--- src/rtl/tweet_store.sv ---
// Message store between the serial receiver and transmitter: appends received
// characters, honours a backspace code, and replays the buffer over valid/ready.
module tweet_store #(
    parameter int          DATA_W  = 8,
    parameter int          DEPTH   = 160,
    parameter int unsigned BS_CODE = 32'h08,
    parameter int          ECHO    = 0,
    localparam int         CW      = $clog2(DEPTH + 1)
) (
    input  logic              sysclk,
    input  logic              reset,
    input  logic [DATA_W-1:0] rx_data,
    input  logic              rx_valid,
    input  logic              play,
    input  logic              clear,
    output logic [DATA_W-1:0] tx_data,
    output logic              tx_valid,
    input  logic              tx_ready,
    output logic [CW-1:0]     count,
    output logic              full,
    output logic              busy,
    output logic              overflow,
    output logic              play_done
);
    localparam int AW = $clog2(DEPTH);
    localparam logic [DATA_W-1:0] BS_S = BS_CODE[DATA_W-1:0];
    localparam bit ECHO_EN = (ECHO != 0);

    localparam logic [1:0] ST_IDLE  = 2'd0;
    localparam logic [1:0] ST_PLAY  = 2'd1;
    localparam logic [1:0] ST_CLEAR = 2'd2;

    logic [DATA_W-1:0] mem [DEPTH];
    logic [1:0]        state_r;
    logic [CW-1:0]     count_r;
    logic [CW-1:0]     idx_r;
    logic [AW-1:0]     clr_addr_r;
    logic [DATA_W-1:0] tx_data_r;
    logic              tx_valid_r;
    logic              tx_src_r;
    logic              clr_req_r;
    logic              overflow_r;
    logic              play_done_r;

    logic              is_bs_s;
    logic              hs_s;
    logic              echo_free_s;
    logic              rx_ok_s;
    logic              store_s;
    logic              drop_s;
    logic              del_s;
    logic              last_s;
    logic              clr_go_s;
    logic [CW-1:0]     count_nxt_s;

    // Decode receive actions, handshakes and the post-receive count.
    always_comb begin
        is_bs_s     = (rx_data == BS_S);
        hs_s        = tx_valid_r && tx_ready;
        echo_free_s = !tx_valid_r || tx_ready;
        rx_ok_s     = (state_r == ST_IDLE) && !clear && rx_valid;
        store_s     = rx_ok_s && !is_bs_s && (count_r != CW'(DEPTH));
        drop_s      = rx_ok_s && !is_bs_s && (count_r == CW'(DEPTH));
        del_s       = rx_ok_s && is_bs_s && (count_r != {CW{1'b0}});
        last_s      = (idx_r == count_r - CW'(1));
        clr_go_s    = (clear || clr_req_r) && (!tx_valid_r || tx_ready);
        if (store_s) begin
            count_nxt_s = count_r + CW'(1);
        end else if (del_s) begin
            count_nxt_s = count_r - CW'(1);
        end else begin
            count_nxt_s = count_r;
        end
    end

    // Character memory: swept to zero in CLEAR, appended on store.
    always_ff @(posedge sysclk) begin
        if (state_r == ST_CLEAR) begin
            mem[clr_addr_r] <= {DATA_W{1'b0}};
        end else if (store_s) begin
            mem[count_r[AW-1:0]] <= rx_data;
        end
    end

    // Control FSM, count, flags and transmit register.
    always_ff @(posedge sysclk) begin
        if (reset) begin
            state_r     <= ST_IDLE;
            count_r     <= {CW{1'b0}};
            idx_r       <= {CW{1'b0}};
            clr_addr_r  <= {AW{1'b0}};
            tx_data_r   <= {DATA_W{1'b0}};
            tx_valid_r  <= 1'b0;
            tx_src_r    <= 1'b0;
            clr_req_r   <= 1'b0;
            overflow_r  <= 1'b0;
            play_done_r <= 1'b0;
        end else begin
            play_done_r <= 1'b0;
            case (state_r)
                ST_IDLE: begin
                    if (clear) begin
                        state_r    <= ST_CLEAR;
                        count_r    <= {CW{1'b0}};
                        clr_addr_r <= {AW{1'b0}};
                    end else begin
                        count_r <= count_nxt_s;
                        if (drop_s) overflow_r <= 1'b1;
                        if (play) begin
                            if (count_nxt_s == {CW{1'b0}}) begin
                                play_done_r <= 1'b1;
                            end else begin
                                state_r   <= ST_PLAY;
                                idx_r     <= {CW{1'b0}};
                                clr_req_r <= 1'b0;
                            end
                        end
                    end
                    // A new echo is only taken when the previous one has gone.
                    if (ECHO_EN && (store_s || del_s) && echo_free_s) begin
                        tx_data_r  <= rx_data;
                        tx_valid_r <= 1'b1;
                        tx_src_r   <= 1'b0;
                    end else if (hs_s) begin
                        tx_valid_r <= 1'b0;
                    end
                end
                ST_PLAY: begin
                    if (rx_valid) overflow_r <= 1'b1;
                    if (clr_go_s) begin
                        state_r    <= ST_CLEAR;
                        count_r    <= {CW{1'b0}};
                        clr_addr_r <= {AW{1'b0}};
                        tx_valid_r <= 1'b0;
                        clr_req_r  <= 1'b0;
                    end else begin
                        if (clear) clr_req_r <= 1'b1;
                        // A leftover echo drains without advancing the replay index.
                        if (hs_s) begin
                            tx_valid_r <= 1'b0;
                            if (tx_src_r) begin
                                if (last_s) begin
                                    play_done_r <= 1'b1;
                                    state_r     <= ST_IDLE;
                                end else begin
                                    idx_r <= idx_r + CW'(1);
                                end
                            end
                        end else if (!tx_valid_r) begin
                            tx_data_r  <= mem[idx_r[AW-1:0]];
                            tx_valid_r <= 1'b1;
                            tx_src_r   <= 1'b1;
                        end
                    end
                end
                ST_CLEAR: begin
                    if (rx_valid) overflow_r <= 1'b1;
                    if (hs_s) tx_valid_r <= 1'b0;
                    if (clr_addr_r == AW'(DEPTH - 1)) begin
                        state_r    <= ST_IDLE;
                        overflow_r <= 1'b0;
                    end else begin
                        clr_addr_r <= clr_addr_r + AW'(1);
                    end
                end
                default: begin
                    state_r <= ST_IDLE;
                end
            endcase
        end
    end

    assign tx_data   = tx_data_r;
    assign tx_valid  = tx_valid_r;
    assign count     = count_r;
    assign full      = (count_r == CW'(DEPTH));
    assign busy      = (state_r != ST_IDLE);
    assign overflow  = overflow_r;
    assign play_done = play_done_r;

endmodule

--- config.mk ---
export PLATFORM = sky130hd
export DESIGN_NAME = tweet_store
export DESIGN_NICKNAME = d
export VERILOG_FILES = /design/src/rtl/tweet_store.sv
export SDC_FILE = /design/constraint.sdc
export NUM_CORES = 1
export LEC_CHECK = 0
export CAP_MARGIN = 20
export CORE_AREA = 2 2 273 302
export DETAILED_ROUTE_END_ITERATION = 6
export DIE_AREA = 0 0 275 304
export HOLD_SLACK_MARGIN = 0.12
export PLACE_DENSITY = 0.77
export SYNTH_ARGS = -nofsm -noshare
export SYNTH_HDL_FRONTEND = slang
export SYNTH_SLANG_ARGS = --single-unit
--- constraint.sdc ---
create_clock -name sysclk -period 12.5 [get_ports sysclk]
set_input_delay 1.875 -clock sysclk [delete_from_list [all_inputs] [get_ports sysclk]]
set_output_delay 1.875 -clock sysclk [all_outputs]
set_load 0.005 [all_outputs]
# Yosys cells after proc, flatten, opt, wreduce, memory -nomap -nowiden
# Memories as Yosys holds them, arrays and structs flattened. A register that Yosys moved wholly into a read port is not among the register bits.
# Index checks and enable logic that the tools add are counted.
[op_classes] reduce_logical=31 n_addsub=4 mux=56 bitwise=3 n_eq_ne=26
[ops] op="8-bit two-way mux" count=15
[ops] op="8-bit one-hot mux with 2 select lines" count=2
[ops] op="1-bit two-way mux" count=25
[ops] op="8-bit by 1-bit adder with 8-bit output (second input constant)" count=3
[ops] op="8-bit one-hot mux with 3 select lines" count=1
[ops] op="2-bit != test (second input constant)" count=11
[ops] op="3-bit != test (second input constant)" count=6
[ops] op="8-bit equality test (second input constant)" count=2
[ops] op="2-bit two-way mux" count=8
[ops] op="1-bit logical AND" count=9
[ops] op="8-bit by 4-bit equality test with 1-bit output (second input constant)" count=1
[ops] op="8-bit equality test" count=1
[ops] op="8-bit zero test" count=1
[ops] op="8-bit != test (second input constant)" count=1
[ops] op="4-bit AND reduction" count=2
[ops] op="8-bit AND reduction" count=1
[ops] op="8-bit nonzero test" count=1
[ops] op="8-bit OR reduction" count=1
[ops] op="8-bit by 1-bit subtractor with 8-bit output (second input constant)" count=1
[ops] op="1-bit one-hot mux with 2 select lines" count=3
[ops] op="2-bit one-hot mux with 3 select lines" count=1
[ops] op="6-bit AND reduction" count=1
[ops] op="2-bit nonzero test" count=3
[ops] op="5-bit AND reduction" count=1
[ops] op="12 further kinds" count=19
[totals] reg_bits=31 mem_count=1 ramBits=1280 inputBits=14
[mem_list] name="mem" words=160 width=8 read_ports=1 rd_ports_with_merged_regs=1 wr=1 line_no="33" rtl="logic [DATA_W-1:0] mem [DEPTH];"

# Logic depth before layout (Yosys ltp)
[logic_depth] ltp_word=12 mapped_depth=13 ltp_nobuf=11

# Least setup slack after synthesis
# No wires, ideal clock.
[synth_path] path_type="input to register" startpoint="input port clear" endpoint="memory mem[0][0], data pin" path_buffers=1 setup_time_ps=618 arrival_time_ps=5194 setup_slack_ps=6688 path_stages=6 required_time_ps=11882 cell_sequence="nand3b_1 > a21oi_1 > nand2_4 > nor2_1 > clkbuf_1 > and2_1"
[synth_between] elab_chain_len=10
[synth_rtl] element="start, declared" line_no="15" rtl="input logic clear,"
[synth_rtl] element="1-bit zero test" line_no="61" rtl="rx_ok_s = (state_r == ST_IDLE) && !clear && rx_valid;"
[synth_rtl] element="1-bit logical AND (2 in a row)" line_no="61"
[synth_rtl] element="1-bit logical AND (2 in a row)" line_no="62" rtl="store_s = rx_ok_s && !is_bs_s && (count_r != CW'(DEPTH));"
[synth_rtl] element="1-bit two-way mux" line_no="80" rtl="end else if (store_s) begin"
[synth_rtl] element="1-bit two-way mux" line_no="78" rtl="if (state_r == ST_CLEAR) begin"
[synth_rtl] element="1-bit two-way mux (implied by the code)" line_no="81" rtl="mem[count_r[AW-1:0]] <= rx_data;"
[synth_rtl] element="8-bit OR reduction (no line)"
[synth_rtl] element="8-bit two-way mux (no line)"
[synth_rtl] element="end, declared" line_no="33"
# No other way between the ends.

# Final worst setup path
[layout_path] startpoint="input port clear" endpoint="memory mem[153][1], enable pin"
[layout_between] elab_chain_len=10 elab_cells_between_ends=11 cone_classes="mux (5); reduce/logical (6)"
[layout_rtl] element="1-bit zero test (*)" line_no="61"
[layout_rtl] element="1-bit logical AND (*) (2 in a row)" line_no="61"
[layout_rtl] element="1-bit logical AND (*) (2 in a row)" line_no="62"
[layout_rtl] element="1-bit two-way mux (*)" line_no="80"
[layout_rtl] element="1-bit two-way mux (*)" line_no="78"
[layout_rtl] element="1-bit two-way mux (implied by the code) (*)" line_no="81"
[layout_rtl] element="8-bit OR reduction (no line)"
[layout_rtl] element="8-bit two-way mux (no line) or 1-bit two-way mux (tied branches)"
# Mark *: on every way between the ends. The rest lies on a longest branch, timed or not.

==> flow_summary.yaml <==
cells_and_area:
  syn_to_final_growth_pct: 10.54
  drive_gt1_share_pct: 25.68
  nets: 2497
  stdcell_area_um2: 57520
cts:
  cts_root_buf: "clkbuf_16"
  cts_inserted_buffers: 119
  cts.sinks: 1319
  clk_pin_slew_ps: 60
  tritoncts: "yes"
  worstSkewPairLatency_ps: 710
  hold_buffers: 0
  postCtsResizedCells: 0
  clockBufferDepth: 3
  htreeDepth: 3
  post-cts-setup-buffer-count: 0
timing:
  tightest_slew_ps: 1162
  min_period_over_period_pct: 45.67
  hold_slack_ps: 463.3
  rsz0062_at_grt: "no"
  hold_viol: 0
  setup_viol: 0
  slew_headroom_pct: 22.56
  drv_slew: 0
  setup_tns_ps: 0
  fin_crit_ps: 5709
  clock_skew_ps: 31.30
  timing.fmax_ghz: 0.1752
grt:
  gr-total-overflow: 0
  grtUsageTotal_pct: 32.58
  grt_max_degree: 174
  grt_pass1_vias: 26000
  grt_pass1_wl_um: 192400
  antenna_found_initial: 4
logic_synthesis:
  synth_cell_types: 68
  ys_ff_latch: 1319
  yosysTopAreaCell: "edfxtp_1"
  synth_area_leaders: "edfxtp_1 (74%), mux4_2 (18%), dfxtp_1 (1.5%), nor2_1 (1.4%), nand2_1 (0.53%)"
  synth_area_per_cell_um2: 21.60
  netlist_instances: 2409
  synth-edff-count: 1280
  synth_nets: 2432
  synth_area_um2: 52030
  yosysTopAreaCellShare_pct: 73.87
  yosys_warnings: 0
  synth_top_flop_cell: "edfxtp_1"
  ys_seq_area_share_pct: 75.37
  synth-async-reset-ratio_pct: 0
route:
  routed.top_layer: "met5"
  wire_per_inst_um: 36.64
  routed_wirelength_um: 133500
  antenna_left: 0
  wl_met1_um: 47960
  drt_iter0_drc: 4177
  dr_wl_met3_um: 15970
  avgViaCountPerCell: 7.249
  drc: 0
  num_vias: 26410
  drt_pass1_iterations: 7
  met2WireLength_um: 63040
worst_setup_path:
  critPathCaptureType: "flop"
  critPathRequiredTime_ps: 12840
  rr_worst_depth: 11
  rr_endpoint: "mem[153][1]"
  cp.arrival_ps: 6040
  cp_max_fo: 10
  cp-start-kind: "input pin"
  rr_startpoint: "state_r[1]"
  endpoint: "mem[153][1]"
  setup.worst_path.start: "clear"
  crit_type: "input pin to flop"
  rrSetupSlack_ps: 7700
outcome:
  status: "completed"
power:
  powerDensity_nw_per_um2: 169.4
  seqPwrFrac_pct: 51.0
  share_comb_of_total_power_pct: 11.3
  cellLeakagePower_nw: 17.26
  p_clk_share_pct: 37.7
  p_int_w: 0.007405
  p_switching_w: 0.002339
  irDropWorstVdd_uv: 168.0
  switching_share_pct: 24.00
worst_hold_path:
  hold_class: "flop to flop"
  hp-start: "tx_data[6]"
place:
  dp_hpwl_um: 75220
  gp_congestion: 0.9484
  numPortBuffers: 34
  placed_area_um2: 53550
job:
  cap_violations: 0
die:
  num_rows: 110
  dieArea_um2: 83600
  dieWidth_um: 275
  fp.dieH_um: 304
  io_pins: 35
  core_um2: 80930
  start_util_pct: 64.30
## worst max-delay path, stage by stage
cell             delay (ps)
clkdlybuf4s50_1         530
nand3b_1                290
a21oi_1                 450
nand2_4                 150
nor2_1                  570
buf_4                   290
nand3_1                 100
nand2_1                 150
nand2_1                 690
nor2_1                  940
## how the worst min path moves through the flow
stage | end | slack [ps] | depth (start not counted)
after floorplan | tx_src_r | 430 | 2
after global placement | tx_data[4] | 450 | 2
after detailed placement | tx_data[3] | 450 | 2
after CTS | tx_data[6] | 460 | 2
after global routing | tx_data[4] | 480 | 2
final | tx_data[6] | 460 | 2
## cells by family after synthesis
| family | after synthesis | synth area share (%) |
|---|---|---|
| DFF | 1319 | 75.37 |
| muxes | 433 | 18.14 |
| and+or+nand+nor | 381 | 3.422 |
| buffers and inverters | 142 | 1.101 |
| AOI/OAI and AO/OA | 104 | 1.399 |
| xor gates and xnor gates | 21 | 0.3535 |
| adders and majority gates | 9 | 0.2164 |
## synth_stat cells (14+ instances only)
library cell / n
nand2_1: 73
edfxtp_1: 1280
nor2_1: 193
mux2i_1: 25
mux4_2: 408
a21oi_1: 27
dfxtp_1: 39
buf_2: 14
nand3_1: 22
clkbuf_1: 68
buf_1: 45
## flip-flops by register name, summed over array words and instances (netlist names)
signal,cells
mem,1280
clr_addr_r,8
count,8
idx_r,8
tx_data,8
state_r,2
clr_req_r,1
overflow,1
play_done,1
tx_src_r,1
tx_valid,1
## placed cells by master, fill, tap and decap left out, drive strengths merged, types with 27 or more instances in the layout
master         netlist  routed
nor2               194     194
clkinv               0      45
nand2               74      74
clkbuf              68     146
edfxtp            1280    1280
clkdlybuf4s50        0      34
mux4               408     408
a21oi               27      27
dfxtp               39      39
buf                 63      41
## layout make-up
class	instances	area, um^2
Timing Repair Buffer	75	733.2
Multi-Input combinational cell	948	12270
Sequential cell	1319	39230
Tap cell	1064	1331
Clock buffer	146	3120
Antenna cell	1	2.502
Clock inverter	79	792.0
Inverter	11	41.29
Fill cell	4370	23410
## per-stage QoR
stage | utilization, % | power [W] | std cells | setup slack (ps)
after floorplan | - | 0.005779 | 2409 | 6688
after global placement | 66.14 | 0.006105 | 3414 | 6291
after detailed placement | 66.17 | 0.006130 | 3415 | 6192
after CTS | 71.01 | 0.009744 | 3640 | 6903
after global routing | 71.07 | 0.009964 | 3642 | 6613
final | 71.08 | 0.009744 | 3643 | 6791
## power groups by stage
stage               Sequential, W  Combinational [W]  Clock (W)
floorplan                 0.00507           0.000704          0
global placement          0.00506            0.00104          0
detailed placement        0.00506            0.00106          0
CTS                       0.00497            0.00108    0.00369
global route              0.00497            0.00115    0.00385
finish                    0.00497            0.00110    0.00367
## metal layers
metal	vias up	global-route usage (%)
li1	10240	-
met3	336	7.331
met5	-	0
met4	6	14.15
met2	2169	48.71
met1	13650	47.34
(Power assumes the default switching activity.)
